==> config.mk <==
export PLATFORM = sky130hd
export DESIGN_NAME = y_mux4to1
export DESIGN_NICKNAME = d
export VERILOG_FILES = /design/src/rtl/y_mux4to1_mux2.sv /design/src/rtl/y_mux4to1.sv
export SDC_FILE = /design/constraint.sdc
export NUM_CORES = 1
export LEC_CHECK = 0
export CORE_UTILIZATION = 25
export DETAILED_ROUTE_END_ITERATION = 8
export PLACE_DENSITY = 0.73
export SYNTH_ARGS = -nofsm -noshare
export SYNTH_HDL_FRONTEND = slang
export SYNTH_SLANG_ARGS = --single-unit
==> constraint.sdc <==
create_clock -name clk -period 2.89 [get_ports clk]
set_clock_uncertainty 0.1 [all_clocks]
set_input_delay 0.289 -clock clk [delete_from_list [all_inputs] [get_ports clk]]
set_output_delay 0.289 -clock clk [all_outputs]
set_load 0.02 [all_outputs]
==> src/rtl/y_mux4to1_mux2.sv <==
// SIZE-wide 2:1 mux built from independent per-bit selects.
// An unknown select merges agreeing bits and leaves differing bits X.
module y_mux2to1 #(
  parameter int unsigned SIZE = 32
) (
  output logic [SIZE-1:0] z,
  input  logic [SIZE-1:0] a,
  input  logic [SIZE-1:0] b,
  input  logic            c
);

  // Per-bit select: b when c is high, a when c is low.
  always_comb begin
    z = '0;
    for (int unsigned i = 0; i < SIZE; i++) begin
      z[i] = c ? b[i] : a[i];
    end
  end

endmodule

==> src/rtl/y_mux4to1.sv <==
// Parameterised 4:1 word mux with a combinational output z and a
// registered copy z_q. Built as a tree of three 2:1 muxes.
module y_mux4to1 #(
  parameter int unsigned SIZE = 32
) (
  input  logic            clk,
  input  logic            rst,
  output logic [SIZE-1:0] z,
  input  logic [SIZE-1:0] a0,
  input  logic [SIZE-1:0] a1,
  input  logic [SIZE-1:0] a2,
  input  logic [SIZE-1:0] a3,
  input  logic [1:0]      c,
  output logic [SIZE-1:0] z_q
);

  logic [SIZE-1:0] lo;
  logic [SIZE-1:0] hi;

  y_mux2to1 #(.SIZE(SIZE)) u_lo (
    .z (lo),
    .a (a0),
    .b (a1),
    .c (c[0])
  );

  y_mux2to1 #(.SIZE(SIZE)) u_hi (
    .z (hi),
    .a (a2),
    .b (a3),
    .c (c[0])
  );

  y_mux2to1 #(.SIZE(SIZE)) u_out (
    .z (z),
    .a (lo),
    .b (hi),
    .c (c[1])
  );

  // Registered copy of the selected word; reset clears it, z is untouched.
  always_ff @(posedge clk) begin
    if (rst) begin
      z_q <= '0;
    end else begin
      z_q <= z;
    end
  end

endmodule

==> results.yml <==
yosys:
  yosys.area_share.simple: 0.123
  synth_seq_cells: 32
  synth_compound_gate_area_share: 0
  yosys.cell_types.count: 6
  synthTopCellsByArea: "mux4_2 (44%), dfxtp_1 (39%), nor2b_1 (12%), buf_6 (2.8%), buf_2 (0.92%)"
  muxShareOfSynthArea: 0.441
  synth_top_area_share: 0.441
  syn-cell-area_sq_um: 1630
  seq_area_frac_synth: 0.392
  synth_top_family_by_area: "multiplexers"
  syn-mean-instance-area_sq_um: 15.4
  yosys_warnings: 0
  synth_top_area_cell: "mux4_2"
  synth-xor-area-share: 0
  synth_adder_area_share: 0
  syn_inst: 106
  synth_nets: 238
timing:
  hold_viol: 0
  setup_violations: 0
  clock.fmax_mhz: 429
  relSlewSlack: 0.763
  fin_crit_sh: 0.807
  min_period_ns: 2.33
  totalNegativeSetupSlack_ns: 0
  rsz0062_at_grt: "false"
  worst_pin_slew_ns: 0.355
  holdWs_ns: 0.700
  drv_slew: 0
clock_network:
  path_clk_slew_ns: 0.06
  cts_hold_buf: 0
  ctsResizeCount: 0
  cts.sinks: 32
  cts_tree: "done"
  cts_buffer_depth: 2
  htreeDepth: 2
  cts_buffers: 5
  postCtsSetupBuffers: 0
  cts-root-buf: "clkbuf_8"
place:
  hpwlAfterDp_mm: 4.88
  gp_congestion: 0.711
  port_buffers: 195
setup_path:
  crit_arrival_ns: 1.94
  cp_top_family: "buffers and inverters"
  path_max_fanout: 32
  critical_path.cell_chain: "clkdlybuf4s50_1, buf_12, mux4_2, clkdlybuf4s50_1"
  slowest_delay_ns: 0.55
  path_class: "in -> out"
  crit_top_cell: "clkdlybuf4s50_1"
  worstSetupEndpointType: "output pin"
  path_buf_inv: 3
  slowest_stage: "clkdlybuf4s50_1"
  cp.required_ns: 2.50
  crit_path_start_kind: "primary input"
cells_and_area:
  regMostFlops: "z_q"
  n_antenna_cell: 0
  nNetsFinal: 433
  layout_common_cells: "clkdlybuf4s50_1 (194), mux4_2 (32), nor2b_1 (32), dfxtp_1 (32), clkbuf_8 (5)"
  largest_reg_flops: 32
  final_common_cell: "clkdlybuf4s50_1"
  biggestRegsByFlops: "z_q: 32 flops"
  drive_above_1_share: 0.137
  syn_to_final_growth_pct: 128
detailed_routing:
  wirelength_mm: 6.05
  via_count: 1713
  first_pass_iters: 4
  via_per_inst: 4.56
  ant_nets: 0
  drt-initial-drc-count: 48
  post_drt_wl_per_cell_um: 16.1
  drc: 0
global_route:
  grt_pass1_wl_mm: 9.58
  grt_max_degree: 33
  antenna_found_initial: 0
  grt_overflow: 0
  grt_usage: 0.184
  grt_pass1_vias: 1843
die:
  fp.dieH_um: 82.8
  start_util: 0.259
  coreArea_sq_um: 6310
  die-area_sq_um: 6860
  num_rows: 29
  dieWidth_um: 82.8
  pin_count: 196
run_status:
  status: "finished clean"
power_and_ir_drop:
  irDropWorstVdd_mv: 0.263
  power.leakage_nw: 1.35
  pwr_density_cell_nw_per_um2: 374
min_path:
  hp-class: "in -> reg"
flow_run:
  drv_cap: 0
==> per-layer routing <==
| layer | track usage | vias to the layer above | wire, um |
|---|---|---|---|
| met5 | 0 | - | 0 |
| met4 | 0.0690 | 0 | 97 |
| met3 | 0.0606 | 7 | 504 |
| met2 | 0.349 | 102 | 3370 |
| met1 | 0.186 | 811 | 2070 |
| li1 | - | 793 | - |
==> area by class of cell <==
class / instances / area, sq um
Timing Repair Buffer: 198 / 1990
Tap cell: 77 / 96.3
Sequential cell: 32 / 641
Multi-Input combinational cell: 64 / 921
Clock buffer: 5 / 68.8
Fill cell: 550 / 2590
==> synthesized netlist by cell type (all sizes together) <==
cell    count
dfxtp      32
mux4       32
nor2b      32
buf         7
clkbuf      3
==> cells by family (layout without fill, tap and decap cells) <==
| kind of cell | count (synthesis) | count (layout) |
|---|---|---|
| mux | 32 | 32 |
| flops | 32 | 32 |
| simple gates | 32 | 32 |
| buf+inv | 10 | 203 |
==> where the power goes <==
group          switching, W  total (W)  internal [W]
Combinational      0.000218   0.000597      0.000379
Sequential       0.00000840   0.000485      0.000477
Clock              0.000153   0.000307      0.000155
==> stage by stage <==
step,setup WS [ns],utilization,cell area [sq um],cells,total power (W)
2_1_floorplan,1.36,-,1630,106,0.000744
3_3_place_gp,0.560,0.578,3650,371,0.00109
3_5_place_dp,0.540,0.578,3650,371,0.00110
4_1_cts,0.538,0.589,3720,376,0.00141
5_1_grt,0.504,0.589,3720,376,0.00146
6_report,0.558,0.589,3720,376,0.00139
==> final timing paths <==
kind,slack [ns],depth (start not counted),start,endpoint
worst max-delay path,0.56,4,c[1],z[24]
worst min-delay path,0.70,4,c[0],z_q[4]$_SDFF_PP0_
No activity file was read; power rests on OpenSTA's default activity.
==> variant 1: new RTL, same flow settings <==
`SIZE` is set to 32 in 2 places; all go to 16.
--- a/src/rtl/y_mux4to1_mux2.sv
+++ b/src/rtl/y_mux4to1_mux2.sv
@@ -3,3 +3,3 @@
 module y_mux2to1 #(
-  parameter int unsigned SIZE = 32
+  parameter int unsigned SIZE = 16
 ) (
--- a/src/rtl/y_mux4to1.sv
+++ b/src/rtl/y_mux4to1.sv
@@ -3,3 +3,3 @@
 module y_mux4to1 #(
-  parameter int unsigned SIZE = 32
+  parameter int unsigned SIZE = 16
 ) (
Ports: changed (6 resized); port bits go from 196 to 100. The function was not compared with the original's and may differ.
==> variant 1 against the original RTL <==
- count of clock-buffer cells in the layout is 1 lower
- synthesized area shrank 50%
- core utilization increased by 2.5 points
- clock power is 55% lower
- cell area decreased by 49%
- total power is 51% lower
- synthesized cell count is 50% lower
- sequential cell count is 16 lower
- cell count decreased by 48%
- routed wire length shrank 50%
- setup slack got worse by 150 ps
- largest cell class unchanged
- first-iteration DRC count decreased by 56%
==> variant 1: results (changes against the original RTL) <==
Outcome
  • Outcome: finished, final reports clean

Final layout
  • Fin cells: 197 (-48%)
  • Final net count: 222 (-49%)

Synth
  • Synth Net Count: 121 (-49%)
  • Post-Syn Instances: 53 (-50%)
  • Mux share of post-synthesis cell area: 44.1% (about the same)

Clocking
  • H-tree levels: 1 (-1)
  • CTS root buffer: clkbuf_4
  • Worst-path clk slew: 80 ps (+20 ps)

Route
  • DR iter-0 viols: 21 (-56%)
  • Routed len/inst: 15.4 um (-4.2%)
  • Met3 wire length: 149 um (-70%)
  • Routed vias/inst: 4.28 (-6.0%)

STA
  • Pin slew with the least headroom to its limit: 518 ps (+163 ps)

Critical path
  • Crit Path Max Fanout: 16 (-50%)
  • Arrival time at the worst endpoint: 2090 ps (+150 ps)

Placed design
  • Final HPWL DP: 2740 um (-44%)
  • Port Buf Inserts: 99 (-49%)
  • GP Congestion: 0.790 (+11%)
  • Post-placement cell count: 193 (-48%)

GRT
  • Global-route wire length before repair: 4570 um (-52%)
  • Vias in the first global route: 964 (-48%)
  • GR Util All Layers: 18.3% (-0.098 points)
  • Largest net degree at the start of global routing: 17 (-48%)

Power and ir drop
  • Worst VDD drop: 140 uV (-47%)
==> variant 1: changes by cell type after synthesis, sizes merged <==
cell,unedited run,this run
buf,7,4
clkbuf,3,1
dfxtp,32,16
mux4,32,16
nor2b,32,16
==> variant 1: per-stage QoR <==
step | setup WS, ps | hold slack [ps] | power, mW | util (%) | instance area (um^2)
2_1_floorplan | 1330 | 261 | 0.371 | - | 817
3_3_place_gp | 403 | 985 | 0.551 | 60.2 | 1850
3_5_place_dp | 403 | 984 | 0.555 | 60.2 | 1850
4_1_cts | 403 | 745 | 0.693 | 61.4 | 1890
5_1_grt | 343 | 743 | 0.716 | 61.4 | 1890
6_report | 410 | 744 | 0.685 | 61.4 | 1890
==> variant 1: layout make-up <==
type | instances | area [um^2]
clock buffer | 4 | 36.3
fill | 286 | 1190
multi-input combinational | 32 | 460
sequential | 16 | 320
tap | 44 | 55.1
timing repair buffer | 101 | 1020
==> variant 1: per-layer routing <==
| metal | vias to the layer above | GRT usage, % |
|---|---|---|
| met4 | 0 | 9.18 |
| met2 | 47 | 33.4 |
| met5 | - | 0 |
| met1 | 386 | 20.5 |
| met3 | 8 | 3.06 |
| li1 | 403 | - |
==> variant 1: worst paths after layout <==
path / from / end / slack (ps) / cells past startpoint
setup / recovery: c[0] / z[12] / 410 / 4
hold / removal: a0[8] / z_q[8]$_SDFF_PP0_ / 740 / 3
==> variant 1: kinds of logic after synthesis <==
logic type	Yosys count
flops	16
buf+inv	5
mux	16
simple gates	16
==> variant 1: power by group <==
part           switching, mW  internal (mW)
registers            0.00434          0.238
clock network         0.0618         0.0766
logic                  0.112          0.193
==> variant 2: new RTL, same settings <==
Without the edit above. Register the output `z`; this adds one clock of latency there. The other outputs are not delayed to match. Comments in the files are not updated.
--- a/src/rtl/y_mux4to1.sv
+++ b/src/rtl/y_mux4to1.sv
@@ -15,2 +15,4 @@
 );
+
+  logic [SIZE-1:0] z_d;
 
@@ -34,3 +36,3 @@
   y_mux2to1 #(.SIZE(SIZE)) u_out (
-    .z (z),
+    .z (z_d),
     .a (lo),
@@ -45,4 +47,8 @@
     end else begin
-      z_q <= z;
+      z_q <= z_d;
     end
+  end
+
+  always_ff @(posedge clk) begin
+    z <= z_d;
   end
Formal check against the unedited RTL: not equivalent (Yosys sat finds a counterexample within 4 cycles, from zero or initial values and one cycle with rst high).
==> variant 2 against the original RTL <==
- total power is 67% higher
- synthesized area is 39% higher
- synthesized cell count is 30% higher
- clock power is 140% higher
- cell area is 21% higher
- setup slack better by 680 ps
- routed wire length is 13% higher
- sequential share of layout area is 11 points higher
- critical path type is now reg2out
- sequential cell count is 32 higher
==> variant 2: results (changes against the original RTL) <==
Outcome
  • Outcome: finished, final reports clean

Route
  • Met3 wire length: 602 um (+19%)
  • Routed vias/inst: 4.32 (-5.1%)
  • Met1 Wirelength: 2520 um (+22%)
  • DR WL met2: 3610 um (+6.9%)
  • Routed len/inst: 15.3 um (-5.0%)

Final layout
  • Final net count: 468 (+8.1%)
  • Top flop regs: z x32, z_q x32
  • # diodes: 0 (unchanged)
  • Filler cells: 789 (+43%)
  • Layout cells sized above 1: 14.7% (+0.99 points)

GRT
  • GR Util All Layers: 15.1% (-3.3 points)
  • Initial antenna violation count: 0 (unchanged)
  • Vias in the first global route: 2138 (+16%)
  • Global-route wire length before repair: 10900 um (+14%)
  • Largest net degree at the start of global routing: 33 (unchanged)

Placed design
  • Post-placement cell count: 433 (+17%)
  • Post-placement setup slack: 865 ps (+325 ps)
  • GP Congestion: 0.740 (+4.1%)
  • Placed Area: 4310 um^2 (+18%)

Power and ir drop
  • Leakage: 1.68 nW (+24%)
  • Net Sw Frac: 24.3% (-3.0 points)
  • Worst VDD drop: 190 uV (-28%)

Critical path
  • Crit Path Max Fanout: 1 (-97%)
  • Max stage delay on crit path: 620 ps (+70 ps)

Synth
  • Dominant cells by area after synthesis: dfxtp_1 56%, mux4_2 32%, nor2b_1 8.8%, buf_6 2.0%, buf_2 0.66%
  • Register area share after synthesis: 56.4% (+17 points)
  • Synth Net Count: 270 (+13%)
  • Avg Inst Size Synth: 16.5 um^2 (+6.9%)

STA
  • Rel. slew slack: 47.3% (-29 points)

Clocking
  • H-tree levels: 3 (+1)
-- variant 2: final timing paths --
check / from / endpoint / slack, ps / depth (start not counted)
setup / recovery: z_q[12]$_SDFF_PP0_ / z_q[12] / 1240 / 1
hold / removal: a2[27] / z[27]$_DFF_P_ / 560 / 2
-- variant 2: cells by family (layout without fill, tap and decap cells) --
kind of cell | count (synthesis) | count (layout) | synth area share [%]
DFF | 64 | 64 | 56.4
muxes | 32 | 32 | 31.7
and+or+nand+nor | 32 | 32 | 8.81
buffers and inverters | 10 | 212 | 3.14
-- variant 2: power by group through the flow --
| stage | Sequential (mW) | Clock (mW) | Combinational [mW] |
|---|---|---|---|
| floorplan | 1.11 | 0 | 0.133 |
| global placement | 1.00 | 0 | 0.593 |
| detailed placement | 1.01 | 0 | 0.600 |
| CTS | 0.986 | 0.759 | 0.602 |
| global route | 0.994 | 0.803 | 0.628 |
| finish | 0.985 | 0.738 | 0.595 |
-- variant 2: area by class of cell --
| type | count | area share (%) |
|---|---|---|
| tap | 108 | 3.01 |
| timing repair buffer | 197 | 43.8 |
| multi-input combinational | 64 | 20.5 |
| clock buffer | 11 | 3.15 |
| clock inverter | 4 | 1.00 |
| sequential | 64 | 28.5 |
-- variant 2: per-layer routing --
| metal | up-vias | global-route usage, % |
|---|---|---|
| met1 | 913 | 15.9 |
| met5 | - | 0 |
| met4 | 0 | 6.90 |
| met2 | 112 | 26.6 |
| met3 | 8 | 5.68 |
| li1 | 903 | - |
-- variant 2: per-stage QoR --
stage | hold WS (ps) | power [mW]
6_report | 558 | 2.32
5_1_grt | 545 | 2.42
4_1_cts | 539 | 2.35
3_5_place_dp | 898 | 1.61
3_3_place_gp | 892 | 1.60
2_1_floorplan | 261 | 1.25
